===== config.mk =====
export PLATFORM = sky130hd
export DESIGN_NAME = hamming_link_ctrl
export DESIGN_NICKNAME = d
export VERILOG_FILES = /design/src/rtl/hamming_link_ctrl.sv
export SDC_FILE = /design/constraint.sdc
export NUM_CORES = 1
export LEC_CHECK = 0
export ABC_AREA = 1
export CAP_MARGIN = 20
export CORE_ASPECT_RATIO = 0.5
export CORE_MARGIN = 2
export CORE_UTILIZATION = 54
export CTS_BUF_LIST = sky130_fd_sc_hd__clkbuf_16
export DETAILED_ROUTE_END_ITERATION = 16
export PLACE_DENSITY = 0.84
export SYNTH_ARGS = -nofsm -noshare
export SYNTH_HDL_FRONTEND = slang
export SYNTH_SLANG_ARGS = --single-unit

===== constraint.sdc =====
create_clock -name clk -period 4.07 [get_ports clk]
set_input_delay 0.6105 -clock clk [delete_from_list [all_inputs] [get_ports clk]]
set_output_delay 0.6105 -clock clk [all_outputs]
set_load 0.005 [all_outputs]

===== src/rtl/hamming_link_ctrl.sv =====
// -----------------------------------------------------------------------------
// hamming_link_ctrl
//   Loopback sequencing controller for a Hamming(7,4) code. The block accepts
//   one 4-bit word at a time and encodes it. It XORs an error-injection mask
//   into the codeword and computes the syndrome. It then corrects a single-bit
//   error and presents the decoded word together with status.
//
//   Codeword layout (Hamming position p lives in bit p-1):
//     code[0]=p1 code[1]=p2 code[2]=d0 code[3]=p4
//     code[4]=d1 code[5]=d2 code[6]=d3
//
//   Optional build macro: HAM_SINGLE_STEP_EN
//     When defined, a 'step' input is added. The ENC->CHK and CHK->OUT
//     transitions then advance only on cycles where step=1.
//
// Ports (hamming_link_ctrl):
//   clk, rst             rising-edge clock, synchronous active-high reset
//   in_valid/in_ready    input handshake; ready only while idle
//   data_in[3:0]         data nibble to encode
//   err_mask[6:0]        bits XORed into the codeword
//   out_valid/out_ready  output handshake
//   data_out[3:0]        corrected data nibble
//   code_rx[6:0]         received (possibly corrupted) codeword
//   syn_out[2:0]         syndrome of code_rx
//   corrected            syndrome was nonzero for this word
//   err_count[CNT_W-1:0] saturating count of words with nonzero syndrome
//   step                 (HAM_SINGLE_STEP_EN only) single-step advance
// -----------------------------------------------------------------------------

// Hamming(7,4) encoder: data nibble -> 7-bit codeword.
module hamming74_enc (
  input  logic [3:0] data,
  output logic [6:0] code
);
  function automatic logic [6:0] ham_encode(input logic [3:0] d);
    logic p1_s, p2_s, p4_s;
    p1_s = d[0] ^ d[1] ^ d[3];
    p2_s = d[0] ^ d[2] ^ d[3];
    p4_s = d[1] ^ d[2] ^ d[3];
    return {d[3], d[2], d[1], p4_s, d[0], p2_s, p1_s};
  endfunction

  assign code = ham_encode(data);
endmodule

// Hamming(7,4) syndrome: value is the position (1..7) of a single flipped bit.
module hamming74_syn (
  input  logic [6:0] code,
  output logic [2:0] syn
);
  function automatic logic [2:0] ham_syndrome(input logic [6:0] c);
    logic s1_s, s2_s, s4_s;
    s1_s = c[0] ^ c[2] ^ c[4] ^ c[6];
    s2_s = c[1] ^ c[2] ^ c[5] ^ c[6];
    s4_s = c[3] ^ c[4] ^ c[5] ^ c[6];
    return {s4_s, s2_s, s1_s};
  endfunction

  assign syn = ham_syndrome(code);
endmodule

module hamming_link_ctrl #(
  parameter int CNT_W = 8
) (
  input  logic             clk,
  input  logic             rst,
`ifdef HAM_SINGLE_STEP_EN
  input  logic             step,
`endif
  input  logic             in_valid,
  output logic             in_ready,
  input  logic [3:0]       data_in,
  input  logic [6:0]       err_mask,
  output logic             out_valid,
  input  logic             out_ready,
  output logic [3:0]       data_out,
  output logic [6:0]       code_rx,
  output logic [2:0]       syn_out,
  output logic             corrected,
  output logic [CNT_W-1:0] err_count
);

  typedef enum logic [1:0] {
    IDLE = 2'd0,
    ENC  = 2'd1,
    CHK  = 2'd2,
    OUT  = 2'd3
  } state_t;

  state_t           state_r, state_s;
  logic [3:0]       data_r;
  logic [6:0]       mask_r;
  logic [6:0]       code_rx_r;
  logic [2:0]       syn_r;
  logic [3:0]       data_out_r;
  logic             corrected_r;
  logic [CNT_W-1:0] err_count_r;

  logic [6:0]       enc_code_s;
  logic [2:0]       syn_s;
  logic [6:0]       fixed_s;
  logic             advance_s;

  hamming74_enc u_enc (.data(data_r),    .code(enc_code_s));
  hamming74_syn u_syn (.code(code_rx_r), .syn(syn_s));

`ifdef HAM_SINGLE_STEP_EN
  assign advance_s = step;
`else
  assign advance_s = 1'b1;
`endif

  // Single-bit correction of the received word at the position named by the syndrome.
  always_comb begin
    fixed_s = code_rx_r;
    if (syn_s != 3'd0) begin
      fixed_s = code_rx_r ^ (7'd1 << (syn_s - 3'd1));
    end else begin
      fixed_s = code_rx_r;
    end
  end

  // Next-state logic of the one-word-in-flight sequencer.
  always_comb begin
    state_s = state_r;
    case (state_r)
      IDLE: begin
        if (in_valid) state_s = ENC;
        else          state_s = IDLE;
      end
      ENC: begin
        if (advance_s) state_s = CHK;
        else           state_s = ENC;
      end
      CHK: begin
        if (advance_s) state_s = OUT;
        else           state_s = CHK;
      end
      OUT: begin
        if (out_ready) state_s = IDLE;
        else           state_s = OUT;
      end
      default: state_s = IDLE;
    endcase
  end

  // State register plus datapath registers; results are frozen outside ENC/CHK.
  always_ff @(posedge clk) begin
    if (rst) begin
      state_r     <= IDLE;
      data_r      <= 4'd0;
      mask_r      <= 7'd0;
      code_rx_r   <= 7'd0;
      syn_r       <= 3'd0;
      data_out_r  <= 4'd0;
      corrected_r <= 1'b0;
      err_count_r <= {CNT_W{1'b0}};
    end else begin
      state_r <= state_s;
      case (state_r)
        IDLE: begin
          if (in_valid) begin
            data_r <= data_in;
            mask_r <= err_mask;
          end
        end
        ENC: begin
          code_rx_r <= enc_code_s ^ mask_r;
        end
        CHK: begin
          if (advance_s) begin
            syn_r       <= syn_s;
            data_out_r  <= {fixed_s[6], fixed_s[5], fixed_s[4], fixed_s[2]};
            corrected_r <= (syn_s != 3'd0);
            // Counter saturates at all-ones rather than wrapping.
            if ((syn_s != 3'd0) && (err_count_r != {CNT_W{1'b1}})) begin
              err_count_r <= err_count_r + {{(CNT_W-1){1'b0}}, 1'b1};
            end
          end
        end
        OUT: begin
        end
        default: begin
        end
      endcase
    end
  end

  assign in_ready  = (state_r == IDLE);
  assign out_valid = (state_r == OUT);
  assign data_out  = data_out_r;
  assign code_rx   = code_rx_r;
  assign syn_out   = syn_r;
  assign corrected = corrected_r;
  assign err_count = err_count_r;

endmodule

==> metrics.txt <==
synthesized area per cell=7.08 um2; Max Clock Skew=0.00347 ns; Leak Pwr=1.00 nW; FF-to-FF End=data_out[2]; # DRC=0; clock sink count=36; area grow syn2layout=31.5%; WP data required=4.25 ns; post-synthesis sequential area ratio=39.0%; WHS Path Cells=2; Critical Path AT=2.37 ns; cell chosen for the clock root=clkbuf_16; total core area=3140 um2; setup TNS=0 ns; fin crit share=53.9%; # setup viols final=0; number of DRC markers in iteration 0=70; share of layout cells above drive strength 1=11.3%; Tightest Pin Transition=0.694 ns; CTS tree=built; most instantiated cells after synthesis=nand2_1 (49), nor2_1 (42), dfxtp_1 (36); All-Layer GR Usage=23.4%; IO Pins=40; Mapped Nets=278; Vias=1,748; critical path, cell by cell=inv_2 -> nand2_1 -> nand2_2 -> nand2_1 -> nand2_1 -> nor2_1 -> ha_1 -> nor2_1 -> nand3_1 -> o21bai_1 -> nand3_1 -> nand2_1 -> inv_1; worst reg2reg path depth=13; largest net degree at the start of global routing=27; first-pass GRT wire length=6840 um; Synth area leader=dfxtp_1; Crit. End Element=flop; final net count=318; Via density=5.11; CP max stage cell=dfxtp_1; largest cells by area after synthesis=dfxtp_1 (39%), nand2_1 (10%), nor2_1 (8.5%); CP most frequent cell=nand2_1; Tmin final=2.19 ns; crit path kind=reg2reg; GRT overflow=0; top cell type's share of synthesized area=39.0%; Die Width=86.7 um; Slowest Stage Delay on Critical Path=0.46 ns; CTS buffer count=5; initial antenna violation count=0; Fin. Hold Viols=0; H-tree Lvls=2; Final Power=1.18 mW; Wirelength per Cell=11.8 um; Hold/Removal Path Class=reg2reg; Post-CTS Setup Repair Bufs=0; DIE HEIGHT=45.4 um; cts hold-fix bufs=0; Yosys reg bits=36; fin area=2430 um2; critical path fanouts, max=7; dominant cell by count in the synthesized netlist=nand2_1; clk_lat worst skew=0.28 ns; Rel. slew slack=53.5%; Cell variety after synth=28; Max Buffers Root-to-Sink=2; delay-heaviest family, CP=simple AND/OR/NAND/NOR gates; maxcap violations=0; Placement Cell Area=2260 um2; Crit Reg-Reg Startpoint=code_rx[6]; FF-to-FF setup slack=1.88 ns; Max Slew Vio Count=0; top_reg_cell synth=dfxtp_1; Worst-path clk slew=0.06 ns; DP HPWL=2880 um; Resized Gates After CTS=0; mapped cell area=1850 um2; peak supply drop=0.265 mV; power per cell area=488 nW/um2; die footprint=3930 um2; starting density of the core=58.9%; vias in the first global route=1,548; CP Launch Type=flop; share of flip-flops with an asynchronous set or reset=0%; worst-case hold path end point=mask_r[5]; number of antenna diodes=0; EDFF count, synth=0; remaining antenna violation count after routing=0; FP Rows=14; worst path bufs/invs=2; Ys Warns=0; TritonRoute pass-1 iters=4; FMAX=456 MHz; Hold Path Origin=mask_r[5]; synthesized instance count=261; Routed WL=4030 um; status=finished clean; GP Congestion=0.750; # port buffers=39; RSZ-0062 raised after global routing=no
## stage by stage
| stage | util [%] | std cells | setup WS, ns | hold WS (ns) |
|---|---|---|---|---|
| after floorplan | - | 261 | 2.24 | 0.444 |
| after global placement | 72.1 | 334 | 1.86 | 0.458 |
| after detailed placement | 72.1 | 334 | 1.75 | 0.472 |
| after CTS | 77.5 | 342 | 1.92 | 0.488 |
| after global routing | 77.5 | 342 | 1.67 | 0.503 |
| final | 77.5 | 342 | 1.88 | 0.488 |
## sequential cells by signal, summed over array words and instances (netlist names)
register	flops
data_out	4
state_r	2
data_r	4
code_rx	7
err_count	8
syn_out	3
corrected	1
mask_r	7
## report_power, final
part	switching (mW)	internal, mW	total (mW)	leakage [nW]
registers	0.0346	0.388	0.422	0.295
clock network	0.148	0.287	0.435	0.0798
logic	0.183	0.144	0.327	0.625
total	0.366	0.819	1.18	1.00
## logic make-up after synthesis
| family | synth area share (%) |
|---|---|
| flops | 39.0 |
| fa+ha+maj | 1.35 |
| xor+xnor | 6.64 |
| simple gates | 30.9 |
| buf+inv | 8.94 |
| compound gates | 13.1 |
## worst max path at each step
stage / startpoint / to / cells past startpoint
detailed placement: rst / code_rx[4] / 4
global route: code_rx[6] / data_out[2] / 13
floorplan: code_rx[2] / data_out[2] / 13
finish: code_rx[6] / data_out[2] / 13
CTS: code_rx[6] / data_out[2] / 13
global placement: rst / code_rx[4] / 4
## worst register-to-register path, stage by stage, from the launching register on
cell,delay (ns)
dfxtp_1,0.46
inv_2,0.09
nand2_1,0.09
nand2_2,0.08
nand2_1,0.08
nand2_1,0.11
nor2_1,0.14
ha_1,0.25
nor2_1,0.30
nand3_1,0.12
o21bai_1,0.14
nand3_1,0.09
nand2_1,0.09
inv_1,0.04
## cell usage in the layout, fill, tap and decap left out, types with 2 or more instances in the layout
cell type and instances:
inv_1 30, dfxtp_1 36, o21ai_1 3, nand4_1 4, clkinv_1 2, a21oi_2 3
a21oi_1 12, xnor2_1 13, ha_1 2, nor2_2 2, nand2_1 49, nand3_1 11
nor2_1 42, inv_2 5, o21ai_0 16, nor2_4 2, o211ai_1 6, nand2_2 10
clkdlybuf4s50_1 39, clkbuf_16 5
## final cells by class
cell class | instances | area (um2)
sequential | 36 | 721
multi-input combinational | 182 | 961
fill | 233 | 707
timing repair buffer | 39 | 390
inverter | 37 | 139
clock inverter | 3 | 42.5
clock buffer | 5 | 125
tap | 40 | 50.0
## metal layers
layer	vias up	share of wire, %	GRT usage [%]
met5	-	0	0
met4	0	3.0	12.5
met3	12	4.6	6.22
met2	47	46	38.5
met1	785	47	29.1
li1	904	-	-
No activity file was read; power rests on OpenSTA's default activity.
